--- src/rtl/full_adder.sv ---
// -----------------------------------------------------------------------------
// full_adder
//   One-bit full adder. Di/Couti are purely combinational. Di_q/Couti_q/q_valid
//   hold the sum and carry captured on the last enabled clock edge.
//   With FULL_ADDER_STATS_EN defined, two wrapping CNT_W-bit counters are added:
//   one counts captures and one counts captures whose carry-out was 1.
//
//   Optional feature macro: FULL_ADDER_STATS_EN
//
// Ports
//   clk         in   clock; all state updates on the rising edge
//   rst         in   synchronous active-high reset; takes priority over en
//   Ai, Bi      in   addends
//   Cini        in   carry-in
//   en          in   capture strobe for the registered result
//   Di          out  combinational sum bit
//   Couti       out  combinational carry-out
//   Di_q        out  registered sum
//   Couti_q     out  registered carry-out
//   q_valid     out  high once a result has been captured since reset
//   op_count    out  capture count            (FULL_ADDER_STATS_EN only)
//   carry_count out  count of carry captures  (FULL_ADDER_STATS_EN only)
// -----------------------------------------------------------------------------
module full_adder #(
  parameter int unsigned CNT_W = 16
) (
  input  logic             clk,
  input  logic             rst,
  input  logic             Ai,
  input  logic             Bi,
  input  logic             Cini,
  input  logic             en,
  output logic             Di,
  output logic             Couti,
  output logic             Di_q,
  output logic             Couti_q,
  output logic             q_valid
`ifdef FULL_ADDER_STATS_EN
  ,
  output logic [CNT_W-1:0] op_count,
  output logic [CNT_W-1:0] carry_count
`endif
);

  // Combinational sum and carry; never gated by clk, rst or en.
  assign Di    = Ai ^ Bi ^ Cini;
  assign Couti = (Ai & Bi) | (Ai & Cini) | (Bi & Cini);

  logic sum_q,   sum_d;
  logic carry_q, carry_d;
  logic valid_q, valid_d;

  // Result capture: load on en, otherwise hold.
  always_comb begin
    sum_d   = sum_q;
    carry_d = carry_q;
    valid_d = valid_q;
    if (en) begin
      sum_d   = Di;
      carry_d = Couti;
      valid_d = 1'b1;
    end
  end

  // Result registers; reset wins over a same-edge capture.
  always_ff @(posedge clk) begin
    if (rst) begin
      sum_q   <= 1'b0;
      carry_q <= 1'b0;
      valid_q <= 1'b0;
    end else begin
      sum_q   <= sum_d;
      carry_q <= carry_d;
      valid_q <= valid_d;
    end
  end

  assign Di_q    = sum_q;
  assign Couti_q = carry_q;
  assign q_valid = valid_q;

`ifdef FULL_ADDER_STATS_EN
  logic [CNT_W-1:0] op_cnt_q,    op_cnt_d;
  logic [CNT_W-1:0] carry_cnt_q, carry_cnt_d;

  // Statistics: both counters wrap naturally at 2^CNT_W.
  always_comb begin
    op_cnt_d    = op_cnt_q;
    carry_cnt_d = carry_cnt_q;
    if (en) begin
      op_cnt_d = op_cnt_q + CNT_W'(1);
      if (Couti) begin
        carry_cnt_d = carry_cnt_q + CNT_W'(1);
      end
    end
  end

  always_ff @(posedge clk) begin
    if (rst) begin
      op_cnt_q    <= '0;
      carry_cnt_q <= '0;
    end else begin
      op_cnt_q    <= op_cnt_d;
      carry_cnt_q <= carry_cnt_d;
    end
  end

  assign op_count    = op_cnt_q;
  assign carry_count = carry_cnt_q;
`else
  // CNT_W only sizes the counters; this empty block keeps it referenced.
  if (CNT_W == 0) begin : g_no_stats
  end
`endif

endmodule

--- config.mk ---
export PLATFORM = sky130hd
export DESIGN_NAME = full_adder
export DESIGN_NICKNAME = d
export VERILOG_FILES = /design/src/rtl/full_adder.sv
export SDC_FILE = /design/constraint.sdc
export NUM_CORES = 1
export LEC_CHECK = 0
export ABC_AREA = 1
export CELL_PAD_IN_SITES_DETAIL_PLACEMENT = 1
export CELL_PAD_IN_SITES_GLOBAL_PLACEMENT = 1
export CORE_AREA = 5 5 42 44
export CTS_CLUSTER_DIAMETER = 150
export DETAILED_ROUTE_END_ITERATION = 16
export DIE_AREA = 0 0 47 49
export GPL_TIMING_DRIVEN = 0
export PLACE_DENSITY_LB_ADDON = 0.1
export SLEW_MARGIN = 40
export SYNTH_ARGS = -nofsm -noshare
export SYNTH_HDL_FRONTEND = slang
export SYNTH_SLANG_ARGS = --single-unit
--- constraint.sdc ---
create_clock -name clk -period 1.9 [get_ports clk]
set_input_delay 0.19 -clock clk [delete_from_list [all_inputs] [get_ports clk]]
set_output_delay 0.19 -clock clk [all_outputs]
set_load 0.01 [all_outputs]
# Yosys cells after proc, flatten, opt, wreduce, memory -nomap -nowiden
# Index checks and enable logic that the tools add are counted.
# totals
register_bits,3
in_bits,6
output_inout_bits,5
word_cells,10
# classes
n_bitwise,7
# op_table
cell,n
1-bit AND,3
1-bit OR,2
1-bit bitwise XOR,2

# Logic depth before layout (Yosys ltp)
# logic_depth
ltp_word,3
mapped_depth,5
ltp_nobuf,5

# Least setup slack after synthesis
# Ideal clock, no wire load.
# synth_path
path_kind,input to register
start,in Ai
end,"reg sum_q, in the netlist Di_q"
setup_ps,64
t_arrival_ps,977
required_ps,1836
slack_ps,859
path_stages,5
path_buffers,0
path_cell_list,fa_1 -> inv_1 -> nand2_1 -> nand2_1 -> nor2_1
# synth_between
elab_chain_len,2
# synth_rtl
item,line,text
from (decl),29,"input logic Ai,"
1-bit bitwise XOR (2 in series),46,assign Di = Ai ^ Bi ^ Cini;
to (signal assigned),72,sum_q <= sum_d;
to (decl),49,"logic sum_q, sum_d;"
# Every way passes these cells.
# A chain may end at the register's enable or synchronous reset.

# Worst setup path in the final report
# layout_path
start,in Ai
end,out Couti
# layout_between
elab_chain_len,3
word_cells_on_any_way,4
# layout_rtl
item,line,text
1-bit AND,47,assign Couti = (Ai & Bi) | (Ai & Cini) | (Bi & Cini);
1-bit OR * (2 in series),47,
to (decl),34,"output logic Couti,"
# Mark *: on every way between the ends. The rest lies on a longest branch, timed or not.

==> results.cfg <==
[global_routing]
antenna_found_initial = 0
overflow = 0
grt_pass1_wl_um = 586
grtUsageTotal_pct = 3.66
grt_pass1_vias = 163
grt_start_max_net_pins = 6

[synth]
yosysWarnings = 0
synth_area_leaders = dfxtp_1 (47%), nor2_1 (17%), fa_1 (16%)
avgSynthCellArea_sq_um = 7.58
syn_nets = 24
synth_compound_area_share_pct = 0
ys_ff_latch = 3
synth_top_family_by_area = simple AND/OR/NAND/NOR gates
yosysSeqAreaShare_pct = 46.6
synth_top_area_share_pct = 46.6
synthSimpleGateAreaFrac_pct = 29.1
synth_xor_xnor_area_share_pct = 0
synthesis.instances = 17
syn_area_sq_um = 129
synth_top_cell_by_area = dfxtp_1
muxShareOfSynthArea_pct = 0
ys_types = 5
synthAdderAreaFrac_pct = 15.5

[timing]
fin_crit_sh_pct = 92.7
rsz0062_at_grt = false
maxSlewViolCount = 0
hold_violations = 0
setup_viol = 0
tightestPinTransition_ns = 0.162
max_slew_margin_pct = 89.2
max_clock_freq_mhz = 568
setup-tns-final_ns = 0
fin_skew_ns = 0
fin_crit_ns = 1.76

[routing]
drt-initial-drc-count = 0
wl_um = 364
via_count = 146
wl_per_cell_um = 7.74
viasPerCell = 3.11
drc_errors = 0
firstDrtPassIters = 1
postRouteAntennaNets = 0

[finish]
design_area_sq_um = 274
stdcell_count = 47
layout.nets = 39
final_layout_size_suffix_gt1_share_pct = 9.68
fill_cells = 184
insertedDiodeCount = 0
area_growth_pct = 113

[floorplanning]
ios = 11
start_util_pct = 9.20
die_h_um = 49
fp-row-count = 14
core-area_sq_um = 1400
die_w_um = 47
die-area_sq_um = 2300

[power]
p_leak_nw = 0.126
power.total_mw = 0.229
vdd.ir_drop.worst_mv = 0.271
p_per_area_nw_per_um2 = 834

[worst_setup_path]
startpoint = Ai
critPathMaxStageDelay_ns = 0.49
cp-start-kind = input port
endpoint_kind = primary output
cpMostUsedCell = clkdlybuf4s50_1
reg2reg_from = q_valid$_SDFFE_PP0P_
slowest_stage = clkdlybuf4s50_1
crit_arrival_ns = 1.57
crit_fanout = 2
worstSetupPathType = in -> out
cp_data_required_time_ns = 1.71
crit_chain = clkdlybuf4s50_1 -> fa_1 -> clkdlybuf4s50_1

[hold_path]
worstHoldPathType = reg -> reg
min_from = q_valid$_SDFFE_PP0P_

[clock_tree]
insertion_delay_ns = 0.23
clk_pin_slew_worst_paths_ns = 0.04
h-tree-depth = 1
cts_made_buffers = 3
root_buffer = clkbuf_4
clock_path_buffers = 2
cts_tree = done
cts_hold_buf = 0
clkSinkCount = 3

[placement]
place_area_sq_um = 249
place_inst = 43
routabilityCongestion = 0.597
port_buffers = 10
dp_hpwl_um = 320

[status]
outcome = completed

[job]
cap_violations = 0
==> cells in the mapped netlist <==
cell     n
fa_1     1
inv_1    3
nor2_1   6
nand2_1  4
dfxtp_1  3
==> area by class of cell <==
| type | count | area (sq um) | area share [%] |
|---|---|---|---|
| clock buffers | 4 | 26.3 | 9.59 |
| multi-input cells | 11 | 57.6 | 21.0 |
| repair buffers | 10 | 98.8 | 36.1 |
| inverters | 3 | 11.3 | 4.11 |
| flip-flops and latches | 3 | 60.1 | 21.9 |
| well taps | 16 | 20.0 | 7.31 |
==> worst paths after layout <==
kind / end / slack [ns] / depth (start not counted)
worst min-delay path: q_valid$_SDFFE_PP0P_ / 0.47 / 2
worst max register to register: q_valid$_SDFFE_PP0P_ / 1.36 / 2
worst max-delay path: Couti / 0.14 / 3
worst min register to register: q_valid$_SDFFE_PP0P_ / 0.47 / 2
==> power by group <==
group | total (mW) | leakage, nW | switching (mW) | internal (mW)
Clock | 0.109 | 0.0150 | 0.0300 | 0.0785
Sequential | 0.0707 | 0.0250 | 0.00228 | 0.0684
Combinational | 0.0493 | 0.0855 | 0.0200 | 0.0293
Total | 0.229 | 0.126 | 0.0523 | 0.176
==> registers in the layout, summed over array words and instances (netlist names) <==
name	cells
Couti_q	1
Di_q	1
q_valid	1
==> per-layer routing <==
layer	vias to the layer above	track usage (%)	wire length [um]
li1	75	-	-
met2	7	4.98	185
met5	-	0	0
met3	0	1.48	49
met4	0	4.15	0
met1	64	3.74	129
==> cells by family (layout without fill, tap and decap cells) <==
kind of cell / Yosys count / in the layout
adders and majority gates: 1 / 1
and+or+nand+nor: 10 / 10
DFF: 3 / 3
buffers and inverters: 3 / 17
==> placed cells by master (no fill, tap or decap) <==
master / netlist / routed
inv_1: 3 / 3
nand2_1: 4 / 4
dlygate4sd2_1: 0 / 1
nor2_1: 6 / 6
fa_1: 1 / 1
clkbuf_4: 0 / 3
clkbuf_1: 0 / 1
clkdlybuf4s50_1: 0 / 9
dfxtp_1: 3 / 3
==> worst max-delay path, delay by kind of cell <==
kind,cells,cell delay [ns]
fa+ha+maj,1,0.45
buf+inv,2,0.92
==> stage by stage <==
stage	hold WS, ns	setup WS (ns)	util, %
finish	0.470	0.140	19.6
floorplan	0.262	0.859	-
global route	0.499	0.0784	19.6
global placement	0.461	-0.0236	17.8
detailed placement	0.466	-0.0404	17.8
CTS	0.476	0.114	19.6
==> timing repair <==
item | in CTS | in global routing
resized for setup | 1 | 0
buffers inserted | 0 | 0
setup endpoints to repair | 1 | 0
No activity file was read; power rests on OpenSTA's default activity.
